File: src/rtl/systolic_feeder_if.sv
// Operand write port, launch handshake and skewed feed outputs of the
// systolic feeder; names carry the feeder's own direction (_i in, _o out).
interface systolic_feeder_if #(
  parameter int unsigned N = 8
);
  logic         wr_en_i;
  logic         wr_sel_i;
  logic [1:0]   wr_row_i;
  logic [1:0]   wr_col_i;
  logic [N-1:0] wr_data_i;
  logic         start_i;
  logic         busy_o;
  logic         done_o;
  logic         output_sign_o;
  logic [N-1:0] feed_row_0_o, feed_row_1_o, feed_row_2_o, feed_row_3_o;
  logic [N-1:0] feed_col_0_o, feed_col_1_o, feed_col_2_o, feed_col_3_o;

  modport master (
    output wr_en_i, wr_sel_i, wr_row_i, wr_col_i, wr_data_i, start_i,
    input  busy_o, done_o, output_sign_o,
    input  feed_row_0_o, feed_row_1_o, feed_row_2_o, feed_row_3_o,
    input  feed_col_0_o, feed_col_1_o, feed_col_2_o, feed_col_3_o
  );

  modport slave (
    input  wr_en_i, wr_sel_i, wr_row_i, wr_col_i, wr_data_i, start_i,
    output busy_o, done_o, output_sign_o,
    output feed_row_0_o, feed_row_1_o, feed_row_2_o, feed_row_3_o,
    output feed_col_0_o, feed_col_1_o, feed_col_2_o, feed_col_3_o
  );
endinterface

File: src/rtl/systolic_feeder.sv
// Operand store and skewed stream driver for a 4x4 output-stationary PE array:
// feeds A rows / B columns diagonally, drains, then raises output_sign to shift C out.
module systolic_feeder #(
  parameter int unsigned N         = 8,
  parameter int unsigned DIM       = 4,
  parameter int unsigned DRAIN_CYC = 4
) (
  input  logic               clk,
  input  logic               rst,
  systolic_feeder_if.slave   bus
);

  localparam int unsigned FEED_CYC = 2 * DIM - 1;
  localparam int unsigned AW       = $clog2(DIM);
  localparam int unsigned CW       = $clog2(FEED_CYC + DRAIN_CYC + DIM + 1);

  typedef enum logic [2:0] {S_IDLE, S_FEED, S_DRAIN, S_SHIFT, S_DONE} state_e;

  state_e          state_q, state_d;
  logic [CW-1:0]   cnt_q, cnt_d;
  logic [N-1:0]    a_q [DIM][DIM];
  logic [N-1:0]    a_d [DIM][DIM];
  logic [N-1:0]    b_q [DIM][DIM];
  logic [N-1:0]    b_d [DIM][DIM];
  logic [N-1:0]    row_q [DIM];
  logic [N-1:0]    row_d [DIM];
  logic [N-1:0]    col_q [DIM];
  logic [N-1:0]    col_d [DIM];
  logic            busy_q, busy_d;
  logic            done_q, done_d;
  logic            osign_q, osign_d;

  // Next state, phase counter and operand memory (writes only land in IDLE).
  always_comb begin
    state_d = state_q;
    cnt_d   = cnt_q;
    a_d     = a_q;
    b_d     = b_q;
    case (state_q)
      S_IDLE: begin
        if (bus.wr_en_i) begin
          if (bus.wr_sel_i) b_d[AW'(bus.wr_row_i)][AW'(bus.wr_col_i)] = bus.wr_data_i;
          else              a_d[AW'(bus.wr_row_i)][AW'(bus.wr_col_i)] = bus.wr_data_i;
        end
        if (bus.start_i) begin
          state_d = S_FEED;
          cnt_d   = '0;
        end
      end
      S_FEED: begin
        if (cnt_q == CW'(FEED_CYC - 1)) begin
          state_d = S_DRAIN;
          cnt_d   = '0;
        end else begin
          cnt_d = cnt_q + CW'(1);
        end
      end
      S_DRAIN: begin
        if (cnt_q == CW'(DRAIN_CYC - 1)) begin
          state_d = S_SHIFT;
          cnt_d   = '0;
        end else begin
          cnt_d = cnt_q + CW'(1);
        end
      end
      S_SHIFT: begin
        if (cnt_q == CW'(DIM - 1)) begin
          state_d = S_DONE;
          cnt_d   = '0;
        end else begin
          cnt_d = cnt_q + CW'(1);
        end
      end
      S_DONE:  state_d = S_IDLE;
      default: state_d = S_IDLE;
    endcase
  end

  // Outputs are derived from the upcoming state and memory so the registered
  // feeds show t=0 in the first busy cycle, including a same-edge write.
  always_comb begin : p_out
    int t;
    t       = int'(cnt_d);
    busy_d  = (state_d != S_IDLE);
    done_d  = (state_d == S_DONE);
    osign_d = (state_d == S_SHIFT);
    row_d   = '{default: '0};
    col_d   = '{default: '0};
    for (int i = 0; i < int'(DIM); i++) begin
      if (state_d == S_FEED && t >= i && (t - i) < int'(DIM)) begin
        row_d[AW'(i)] = a_d[AW'(i)][AW'(t - i)];
        col_d[AW'(i)] = b_d[AW'(t - i)][AW'(i)];
      end
    end
  end

  always_ff @(posedge clk or posedge rst) begin
    if (rst) begin
      state_q <= S_IDLE;
      cnt_q   <= '0;
      a_q     <= '{default: '0};
      b_q     <= '{default: '0};
      row_q   <= '{default: '0};
      col_q   <= '{default: '0};
      busy_q  <= 1'b0;
      done_q  <= 1'b0;
      osign_q <= 1'b0;
    end else begin
      state_q <= state_d;
      cnt_q   <= cnt_d;
      a_q     <= a_d;
      b_q     <= b_d;
      row_q   <= row_d;
      col_q   <= col_d;
      busy_q  <= busy_d;
      done_q  <= done_d;
      osign_q <= osign_d;
    end
  end

  assign bus.busy_o        = busy_q;
  assign bus.done_o        = done_q;
  assign bus.output_sign_o = osign_q;
  assign bus.feed_row_0_o  = row_q[0];
  assign bus.feed_row_1_o  = row_q[1];
  assign bus.feed_row_2_o  = row_q[2];
  assign bus.feed_row_3_o  = row_q[3];
  assign bus.feed_col_0_o  = col_q[0];
  assign bus.feed_col_1_o  = col_q[1];
  assign bus.feed_col_2_o  = col_q[2];
  assign bus.feed_col_3_o  = col_q[3];

endmodule

File: src/flat_wrapper.sv
// flat-port wrapper written by rule: the top's interface ports become plain ports
module systolic_feeder_flat 
#(
  parameter int unsigned N         = 8,
  parameter int unsigned DIM       = 4,
  parameter int unsigned DRAIN_CYC = 4
)
  (clk, rst, bus_wr_en_i, bus_wr_sel_i, bus_wr_row_i, bus_wr_col_i, bus_wr_data_i, bus_start_i, bus_busy_o, bus_done_o, bus_output_sign_o, bus_feed_row_0_o, bus_feed_row_1_o, bus_feed_row_2_o, bus_feed_row_3_o, bus_feed_col_0_o, bus_feed_col_1_o, bus_feed_col_2_o, bus_feed_col_3_o);
  systolic_feeder_if #(.N(N)) bus_i ();
  input  logic clk;
  input  logic rst;
  input wire logic [$bits(bus_i.wr_en_i)-1:0] bus_wr_en_i;
  input wire logic [$bits(bus_i.wr_sel_i)-1:0] bus_wr_sel_i;
  input wire logic [$bits(bus_i.wr_row_i)-1:0] bus_wr_row_i;
  input wire logic [$bits(bus_i.wr_col_i)-1:0] bus_wr_col_i;
  input wire logic [$bits(bus_i.wr_data_i)-1:0] bus_wr_data_i;
  input wire logic [$bits(bus_i.start_i)-1:0] bus_start_i;
  output wire logic [$bits(bus_i.busy_o)-1:0] bus_busy_o;
  output wire logic [$bits(bus_i.done_o)-1:0] bus_done_o;
  output wire logic [$bits(bus_i.output_sign_o)-1:0] bus_output_sign_o;
  output wire logic [$bits(bus_i.feed_row_0_o)-1:0] bus_feed_row_0_o;
  output wire logic [$bits(bus_i.feed_row_1_o)-1:0] bus_feed_row_1_o;
  output wire logic [$bits(bus_i.feed_row_2_o)-1:0] bus_feed_row_2_o;
  output wire logic [$bits(bus_i.feed_row_3_o)-1:0] bus_feed_row_3_o;
  output wire logic [$bits(bus_i.feed_col_0_o)-1:0] bus_feed_col_0_o;
  output wire logic [$bits(bus_i.feed_col_1_o)-1:0] bus_feed_col_1_o;
  output wire logic [$bits(bus_i.feed_col_2_o)-1:0] bus_feed_col_2_o;
  output wire logic [$bits(bus_i.feed_col_3_o)-1:0] bus_feed_col_3_o;
  assign bus_i.wr_en_i = bus_wr_en_i;
  assign bus_i.wr_sel_i = bus_wr_sel_i;
  assign bus_i.wr_row_i = bus_wr_row_i;
  assign bus_i.wr_col_i = bus_wr_col_i;
  assign bus_i.wr_data_i = bus_wr_data_i;
  assign bus_i.start_i = bus_start_i;
  assign bus_busy_o = bus_i.busy_o;
  assign bus_done_o = bus_i.done_o;
  assign bus_output_sign_o = bus_i.output_sign_o;
  assign bus_feed_row_0_o = bus_i.feed_row_0_o;
  assign bus_feed_row_1_o = bus_i.feed_row_1_o;
  assign bus_feed_row_2_o = bus_i.feed_row_2_o;
  assign bus_feed_row_3_o = bus_i.feed_row_3_o;
  assign bus_feed_col_0_o = bus_i.feed_col_0_o;
  assign bus_feed_col_1_o = bus_i.feed_col_1_o;
  assign bus_feed_col_2_o = bus_i.feed_col_2_o;
  assign bus_feed_col_3_o = bus_i.feed_col_3_o;
  systolic_feeder #(.N(N), .DIM(DIM), .DRAIN_CYC(DRAIN_CYC)) u_core (.clk(clk), .rst(rst), .bus(bus_i));
endmodule
File: config.mk
export PLATFORM = sky130hd
export DESIGN_NAME = systolic_feeder_flat
export DESIGN_NICKNAME = d
export VERILOG_FILES = /design/src/rtl/systolic_feeder_if.sv /design/src/rtl/systolic_feeder.sv /design/src/flat_wrapper.sv
export SDC_FILE = /design/constraint.sdc
export NUM_CORES = 1
export LEC_CHECK = 0
export CAP_MARGIN = 20
export CELL_PAD_IN_SITES_DETAIL_PLACEMENT = 2
export CELL_PAD_IN_SITES_GLOBAL_PLACEMENT = 2
export CORE_AREA = 2 2 148 150
export CTS_CLUSTER_DIAMETER = 200
export DETAILED_ROUTE_END_ITERATION = 10
export DIE_AREA = 0 0 150 152
export PLACE_DENSITY_LB_ADDON = 0.1
export SLEW_MARGIN = 20
export SYNTH_ARGS = -nofsm -noshare
export SYNTH_HDL_FRONTEND = slang
export SYNTH_SLANG_ARGS = --single-unit
File: constraint.sdc
create_clock -name clk -period 12.2 [get_ports clk]
set_input_delay 2.44 -clock clk [delete_from_list [all_inputs] [get_ports clk]]
set_output_delay 2.44 -clock clk [all_outputs]
set_load 0.02 [all_outputs]
==> results.tsv <==
metric	value	unit
outcome	complete, no violations	
Main synth FF type	dfrtp_1	
Mapped Cells	800	
CTS tree	built	
Seq cells post-synth	170	
total setup buffers inserted after CTS	0	
Slowest-stage cell, CP	clkinv_1	
Worst Path Max Fanout	32	
core area	0.0214	mm^2
Hold Buf Count CTS	0	
Final Max Slew Viols	0	
Synthesis Warnings	0	
total of max-cap violations	0	
RSZ-0062 raised after global routing	no	
arrival time of the worst setup path	6.90	ns
clk sinks	170	
Rows	54	
pre-CTS setup slack	5.24	ns
routed vias	6210	
cell-by-cell trace of the critical path	clkdlybuf4s50_1 > nor3_1 > or2_2 > inv_1 > a21oi_2 > buf_4 > ha_1 > clkinv_1 > or3_1 > o22ai_1 > a31oi_1 > a21oi_1	
number of global-route vias before repair	7076	
ratio of cells with drive above 1 in the final layout	20.0	%
global route total overflow	0	
n_diodes	0	
PwrDens	256	mW/mm^2
VDD IR max	0.000143	V
Worst EP required	12.55	ns
Post-DRT Antenna Nets	0	
first-pass GRT wire length	40900	um
CP max stage delay	0.91	ns
Layout area overhead	15.2	%
total track usage	23.4	%
Clock Skew	0.0129	ns
final worst slack	5.65	ns
Yosys top cell area share	51.0	%
clk_lat worst skew	0.44	ns
critical path type	input port to register	
hpwl dp	15500	um
CP bufs+invs	4	
Leak	4.44	nW
Die Height	152	um
largest net degree at the start of global routing	105	
Synth Cell Area	0.00835	mm^2
syn avg cell area	10.4	um^2
DRT iter0 DRCs	201	
Die ar.	0.0228	mm^2
clock slew at reported path FFs	0.07	ns
Final Cycle Share	53.7	%
library cells used by synthesis	56	
crit-path leading delay family	buffers and inverters	
crit start category	input port	
WL final	25000	um
Starting Density	39.1	%
fin nets	851	
CTS resizes	0	
number of synthesized flops with an enable pin	0	
CP Capture Type	register	
setup violators final	0	
Die X	150	um
Fin. Hold Viols	0	
drt wl/cell	22.2	um
setup TNS	0	ns
input/output buffers	51	
Vias/cell	5.53	
Hold Crit Class	register to register	
Placer Congestion	0.738	
Async S/R FF share, synth	100	%
# IOs	84	
most frequent cells in the layout	dfrtp_1, nand2_1, mux2_2	
DRC Markers	0	
top cells by area, synth	dfrtp_1, mux2_2, nand2_1, nor3_1, buf_4	
Tmin final	6.55	ns
final core utilization	45.0	%
Rel. slew slack	30.0	%
Num CTS Buffers	17	
initial antenna violation count	0	
most common cell after layout, fill and taps aside	dfrtp_1	
htree depth	4	
Clock Path Buffers	2	
first drt pass iteration count	4	
worst slew pin tran	1.05	ns
register area share after synthesis	51.0	%
Root Buffer	clkbuf_16	
Max Freq	153	MHz
Synth area leader	dfrtp_1	
-- cell type report --
cell class / count / area, um^2
repair buffers: 70 / 673
multi-input cells: 556 / 3700
well taps: 280 / 350
clock buffers: 17 / 425
clock inverters: 15 / 150
inverters: 15 / 61.3
flip-flops and latches: 170 / 4250
fillers: 2233 / 11700
-- worst paths after layout --
| path | start | end | slack [ns] | cells past startpoint |
|---|---|---|---|---|
| min | u_core.a_q[98] | u_core.a_q[98] | 0.48 | 2 |
| max | bus_start_i | u_core.bus.feed_row_1_o[1] | 5.65 | 12 |
| max in group asynchronous | rst | u_core.bus.feed_row_1_o[7] | 8.25 | 4 |
| min in group asynchronous | rst | u_core.bus.feed_col_0_o[1] | 2.40 | 2 |
| max reg2reg | u_core.cnt_q[0] | u_core.bus.feed_row_1_o[1] | 7.18 | 11 |
| min reg2reg | u_core.a_q[98] | u_core.a_q[98] | 0.48 | 2 |
-- logic make-up after synthesis --
logic type	count (synthesis)	share of synthesized area (%)
compound gates	108	8.74
xor+xnor	2	0.210
fa+ha+maj	4	0.600
buf+inv	105	6.36
flops	170	51.0
mux	105	15.2
other cells	1	0.0449
simple gates	305	17.8
-- sequential cells by signal, indices dropped and copies added, names as in the netlist --
register,count
u_core.bus.output_sign_o,1
u_core.bus.feed_col_0_o,8
u_core.bus.done_o,1
u_core.cnt_q,4
u_core.bus.feed_col_1_o,8
u_core.bus.busy_o,1
u_core.b_q,64
u_core.bus.feed_row_1_o,8
u_core.bus.feed_row_0_o,8
u_core.a_q,64
u_core.state_q,3
-- stage by stage --
stage / instance area [um^2] / instances / hold slack (ns) / total power [mW]
after global placement: 9010 / 1090 / 0.449 / 1.87
after detailed placement: 9010 / 1090 / 0.470 / 1.92
after floorplan: 8460 / 831 / 0.438 / 1.55
final: 9610 / 1123 / 0.482 / 2.46
after CTS: 9580 / 1122 / 0.487 / 2.48
after global routing: 9610 / 1123 / 0.515 / 2.64
-- synth_stat cells, drive strengths merged (2+ instances only) --
cell,n
o21a,14
or4,2
mux4,8
inv,14
dfrtp,170
xor2,2
nand4,3
mux2i,3
clkbuf,46
nor4,10
o21ai,16
nor3,75
mux2,94
o22ai,8
nor2,43
a31oi,16
or2,8
buf,44
a21oi,28
o211ai,2
o311ai,15
or3,10
nor4bb,2
nor2b,12
nand2,104
nor3b,3
nand3,23
ha,4
nand2b,5
-- worst min-delay path, stage by stage (launching register included) --
cell and delay [ns]:
dfrtp_1 0.35, nand2_1 0.05, nand2_1 0.05
-- layer usage --
layer	share of wire [%]	GRT usage [%]	vias up
met5	0	0	-
met4	1.9	8.09	0
met3	2.2	2.91	27
met2	50	39.3	104
met1	45	31.1	3266
li1	-	-	2813
-- report_power, final --
group / total, mW / leakage [nW] / switching, mW / internal (mW)
Sequential: 0.722 / 2.28 / 0.0587 / 0.663
Combinational: 1.21 / 1.87 / 0.781 / 0.424
Clock: 0.535 / 0.281 / 0.262 / 0.272
Power figures use the tool's default switching activity.
